<file path="src/rtl/regfile_mp.sv">
// regfile_mp: multi-port register file with two write ports, N async read ports, optional zero entry and bypass.
module regfile_mp #(
    parameter int DATA_W  = 32,
    parameter int ADDR_W  = 5,
    parameter int NUM_RD  = 2,
    parameter int R0_ZERO = 1,
    parameter int BYPASS  = 1
) (
    input  logic                     clk_i,
    input  logic                     rst_i,
    output logic                     busy_o,
    input  logic                     we0_i,
    input  logic [ADDR_W-1:0]        waddr0_i,
    input  logic [DATA_W-1:0]        wdata0_i,
    input  logic                     we1_i,
    input  logic [ADDR_W-1:0]        waddr1_i,
    input  logic [DATA_W-1:0]        wdata1_i,
    input  logic [NUM_RD*ADDR_W-1:0] raddr_i,
    output logic [NUM_RD*DATA_W-1:0] rdata_o
);
    localparam int DEPTH = 2 ** ADDR_W;
    typedef enum logic {CLEAR, READY} state_t;
    state_t            state;
    logic [ADDR_W-1:0] clr_ptr;
    logic [DATA_W-1:0] mem [DEPTH];
    logic              w0_en, w1_en;
    always_ff @(posedge clk_i) begin
        if (rst_i) begin
            state   <= CLEAR;
            busy_o  <= 1'b1;
            clr_ptr <= '0;
        end else if (state == CLEAR) begin
            clr_ptr <= clr_ptr + 1'b1;
            if (&clr_ptr) begin
                state  <= READY;
                busy_o <= 1'b0;
            end
        end
    end
    // port 1 wins an address collision, so port 0 is suppressed rather than ordered
    always_comb begin
        w1_en = !rst_i && state == READY && we1_i && !(R0_ZERO != 0 && waddr1_i == '0);
        w0_en = !rst_i && state == READY && we0_i && !(R0_ZERO != 0 && waddr0_i == '0)
                && !(we1_i && waddr0_i == waddr1_i);
    end
    always_ff @(posedge clk_i) begin
        if (!rst_i && state == CLEAR) begin
            mem[clr_ptr] <= '0;
        end else begin
            if (w1_en) mem[waddr1_i] <= wdata1_i;
            if (w0_en) mem[waddr0_i] <= wdata0_i;
        end
    end
    genvar k;
    for (k = 0; k < NUM_RD; k++) begin : g_rd
        logic [ADDR_W-1:0] ra;
        assign ra = raddr_i[k*ADDR_W +: ADDR_W];
        assign rdata_o[k*DATA_W +: DATA_W] =
            (busy_o || (R0_ZERO != 0 && ra == '0))     ? '0 :
            (BYPASS != 0 && we1_i && waddr1_i == ra)   ? wdata1_i :
            (BYPASS != 0 && we0_i && waddr0_i == ra)   ? wdata0_i :
            mem[ra];
    end
endmodule
</file>
<file path="config.mk">
export PLATFORM = sky130hd
export DESIGN_NAME = regfile_mp
export DESIGN_NICKNAME = d
export VERILOG_FILES = /design/src/rtl/regfile_mp.sv
export SDC_FILE = /design/constraint.sdc
export NUM_CORES = 2
export LEC_CHECK = 0
export BUFFER_PORTS_ARGS = -buffer_cell sky130_fd_sc_hd__buf_2
export CORE_UTILIZATION = 60
export DETAILED_ROUTE_END_ITERATION = 10
export PLACE_DENSITY = 0.77
export SETUP_SLACK_MARGIN = 0.1
export SYNTH_ARGS = -nofsm -noshare
export SYNTH_HDL_FRONTEND = slang
export SYNTH_SLANG_ARGS = --single-unit
</file>
<file path="constraint.sdc">
create_clock -name clk_i -period 9 [get_ports clk_i]
set_input_delay 1.35 -clock clk_i [delete_from_list [all_inputs] [get_ports clk_i]]
set_output_delay 1.35 -clock clk_i [all_outputs]
set_load 0.05 [all_outputs]
</file>
# == Yosys cells after proc, flatten, opt, wreduce, memory -nomap -nowiden ==
# Memory sizes are Yosys's and may differ from the RTL's.
# Cells that the tools add are included.
# word_totals
latchBits,0
register_bits,7
mem_bits_rw,1024
rom_bits,0
elab_cells,55
memories,1
# op_classes
reduce_logical,25
bitwise_logic,1
mul,0
n_div,0
n_mux,19
order_cmp,0
n_addsub,1
n_shift,0
eq_ne,5
# mem_list
name,words,word_bits,rd,rd_clocked_by_memory_dff,wr,line_no,rtl
mem,32,32,2,0,2,25,logic [DATA_W-1:0] mem [DEPTH];
# ops
operator,n
$mux W32,7
$reduce_or A32 Y1,1
$eq A5 B5 Y1,5
$logic_not A5 Y1,4
$logic_and A1 B1 Y1,12
$mux W1,11
$reduce_and A6 Y1,1
$add A5 B1 Y5 const B,1
$mux W5,1
$reduce_and A5 Y1,1
$logic_not A1 Y1,4
$logic_or A1 B1 Y1,2
$not A1 Y1,1

# == Logic depth before layout (Yosys ltp) ==
# logic_depth
word_depth,9
mapped_depth,11
depth_no_buf,6

# == Worst setup path after synthesis ==
# No wires, ideal clock.
# synth_timing
kind,input port to output port
startpoint,input port raddr_i[7]
endpoint,output port rdata_o[33]
path_slack_ns,3.946
required_time_ns,7.650
cell_stages,10
arrival_time_ns,3.704
n_path_buf,4
cell_sequence,buf_2 -> nand2b_1 -> buf_2 -> buf_6 -> buf_2 -> o221ai_1 -> o22ai_1 -> a211oi_1 -> a21oi_1 -> o21ai_0
# synth_via
elab_chain_cells,5
word_cells_on_any_way,10
# synth_rtl
element,line_no,rtl
start: declaration,18,"input logic [NUM_RD*ADDR_W-1:0] raddr_i,"
branches (longest 4 deep; another with $mem_v2 Z32 W32),-,
$mux W32 *,59,(busy_o || (R0_ZERO != 0 && ra == '0)) ? '0 :
end: declaration,19,output logic [NUM_RD*DATA_W-1:0] rdata_o
# Every way passes the cells marked *.

# == Worst setup path in the final report ==
# layout_timing
startpoint,input port raddr_i[2]
endpoint,output port rdata_o[0]
# The elaborated chain is that of the path after synthesis.

==> results_dict.tcl <==
set metrics [dict create \
    yosysTopAreaCell "edfxtp_1" \
    cts.sinks 1031 \
    synth.most_common_cell "nand2_1" \
    synthesis.area_um2 61260 \
    peakVddDrop_v 0.0001437 \
    max_freq_mhz 153.3 \
    via_per_inst 7.317 \
    ys.flop_type "edfxtp_1" \
    hpwl_mm 111.7 \
    nets 5318 \
    ctsResizeCount 0 \
    clockBufferDepth 3 \
    cp-start-kind "primary input" \
    start_util_pct 60.91 \
    yosysWarnings 0 \
    gp_congestion 0.8695 \
    hold_buffers 0 \
    syn_nets 5662 \
    path_clk_slew_ns 0.06 \
    grt_pass1_vias 47587 \
    num_vias 48860 \
    routed_wl_mm 212.4 \
    grt_start_max_net_pins 105 \
    worstPathArrival_ns 5.17 \
    drc 0 \
    cts_tree "done" \
    async_flop_share_pct 0 \
    synth_cell_types 53 \
    wl_per_cell_um 31.80 \
    fp.dieW_um 321.5 \
    path_class "in -> out" \
    port_buffers 152 \
    yosysTopAreaCellShare_pct 50.19 \
    status "finished clean" \
    placedCellCount 6474 \
    maxCapViolCount 0 \
    hold_violations 0 \
    finalSetupViolations 0 \
    clk_root_buffer_cell "clkbuf_16" \
    post_cts_buffers 0 \
    overflow 0 \
    synth-seq-cells 1031 \
    synth_enable_flop_cells 1024 \
    first_pass_iters 8 \
    die-area_um2 103400 \
    placed_area_um2 61460 \
    fin_skew_ns 0.03382 \
    seq_area_frac_synth_pct 50.42 \
    synth_common_cells "nand2_1, edfxtp_1, o21ai_0" \
    power.leakage_uw 0.02070 \
    drtAntennaViolNets 0 \
    cp_max_fo 52 \
    rr_worst_depth 7 \
    grt_pass1_wl_mm 306.6 \
    min_period_over_period_pct 72.47 \
    htree_levels 3 \
    cp_data_required_time_ns 7.65 \
    worst_pin_slew_ns 1.346 \
    rsz0062_at_grt "false" \
    synthTopCellsByArea "edfxtp_1, mux4_2, mux2i_1, nand2_1, o21ai_0" \
    dr.max_layer_used "met5" \
    drive_above_1_share_pct 14.23 \
    min_path_cells 1 \
    wl_met2_mm 95.11 \
    grtUsageTotal_pct 40.80 \
    period_needed_ns 6.522 \
    dr_wl_met3_mm 31.86 \
    syn_to_final_growth_pct 5.807 \
    fin_util_pct 64.44 \
    numCtsBuffers 109 \
    rows 116 \
    syn_inst 5572 \
    avgSynthCellArea_um2 10.99 \
    dr.first_iter.drc_count 7619 \
    maxSlewHeadroom_pct 9.995 \
    final_cells 6678 \
    wl_met1_mm 66.81 \
    core_area_um2 100600 \
    stdcell_area_um2 64820 \
    power_density_nw_per_um2 162.2 \
    antenna_found_initial 3 \
    min_path_type "reg -> reg" \
    fin_setup_tns_ns 0 \
    clock_latency_ns 0.71 \
    worstSetupEndpointType "output port" \
    slew_viol_final 0 \
    whs_ns 0.5520 \
    io-pin-count 153 \
    die_h_um 321.5 \
]
critical path, stage by stage:
cell and delay, ns:
buf_6 0.44, buf_4 0.91, xor2_1 0.14, nor4_1 0.27, and3_1 0.29, nor2b_4 0.52, buf_4 0.49, a22oi_1 0.13
o21ai_0 0.16, buf_2 0.32
where the power goes:
group | total [uW] | internal (uW) | switching [uW]
Clock | 4370 | 2410 | 1950
Sequential | 5250 | 5240 | 15.7
Combinational | 894 | 294 | 600
Total | 10500 | 7940 | 2570
stage by stage:
step | setup WS, ns | total power [uW]
6_report | 2.478 | 10510
5_1_grt | 2.395 | 10680
4_1_cts | 2.604 | 10450
3_5_place_dp | 2.665 | 6211
3_3_place_gp | 2.710 | 6197
2_1_floorplan | 3.946 | 5958
metal layers:
metal,vias up,GRT usage [%]
met1,22998,49.23
met3,1185,10.87
li1,20410,-
met2,4263,63.29
met4,4,30.03
met5,-,0
layout make-up:
cell class	instances	area, um^2
Antenna cell	1	2.502
Clock buffer	140	2908
Clock inverter	63	447.9
Fill cell	7405	35760
Inverter	37	143.9
Multi-Input combinational cell	3794	27080
Sequential cell	1031	30890
Tap cell	1357	1698
Timing Repair Buffer	255	1644
flip-flops by register name (all words and copies together) (netlist names):
signal   cells
mem       1024
clr_ptr      5
busy_o       1
state        1
cell usage in the layout (no fill, tap or decap), types with 7 or more instances in the layout:
cell type  instances
a211oi_1          64
a21oi_1          128
a22oi_1           62
buf_2            142
buf_4            104
clkbuf_1          28
clkbuf_16        112
clkinv_1          32
clkinv_2          19
dfxtp_1            7
edfxtp_1        1024
inv_1             35
mux2i_1          505
mux4_2           264
nand2_1         1169
nor2_1            10
nor3_1             8
nor3_2            21
nor3_4            10
o21ai_0          874
o21ai_1          174
o21ai_2           11
o21bai_4          31
o221ai_1         248
o22ai_1          125
xnor2_1           14
xor2_1            14
final timing paths:
path	from	end	slack, ns
worst max register to register	state$_SDFF_PP0_	mem[9][10]$_DFFE_PP_	4.49
worst max-delay path	raddr_i[2]	rdata_o[0]	2.48
worst min-delay path	busy_o$_SDFFE_PP1P_	busy_o$_SDFFE_PP1P_	0.55
worst min register to register	busy_o$_SDFFE_PP1P_	busy_o$_SDFFE_PP1P_	0.55
cell families after synthesis:
family,Yosys count,share of synthesized area (%)
and+or+nand+nor,1260,8.072
muxes,770,17.98
buffers and inverters,747,6.344
AOI/OAI and AO/OA,1734,16.75
adders and majority gates,2,0.04084
DFF,1031,50.42
xor gates and xnor gates,28,0.4003
No activity file was read; power rests on OpenSTA's default activity.
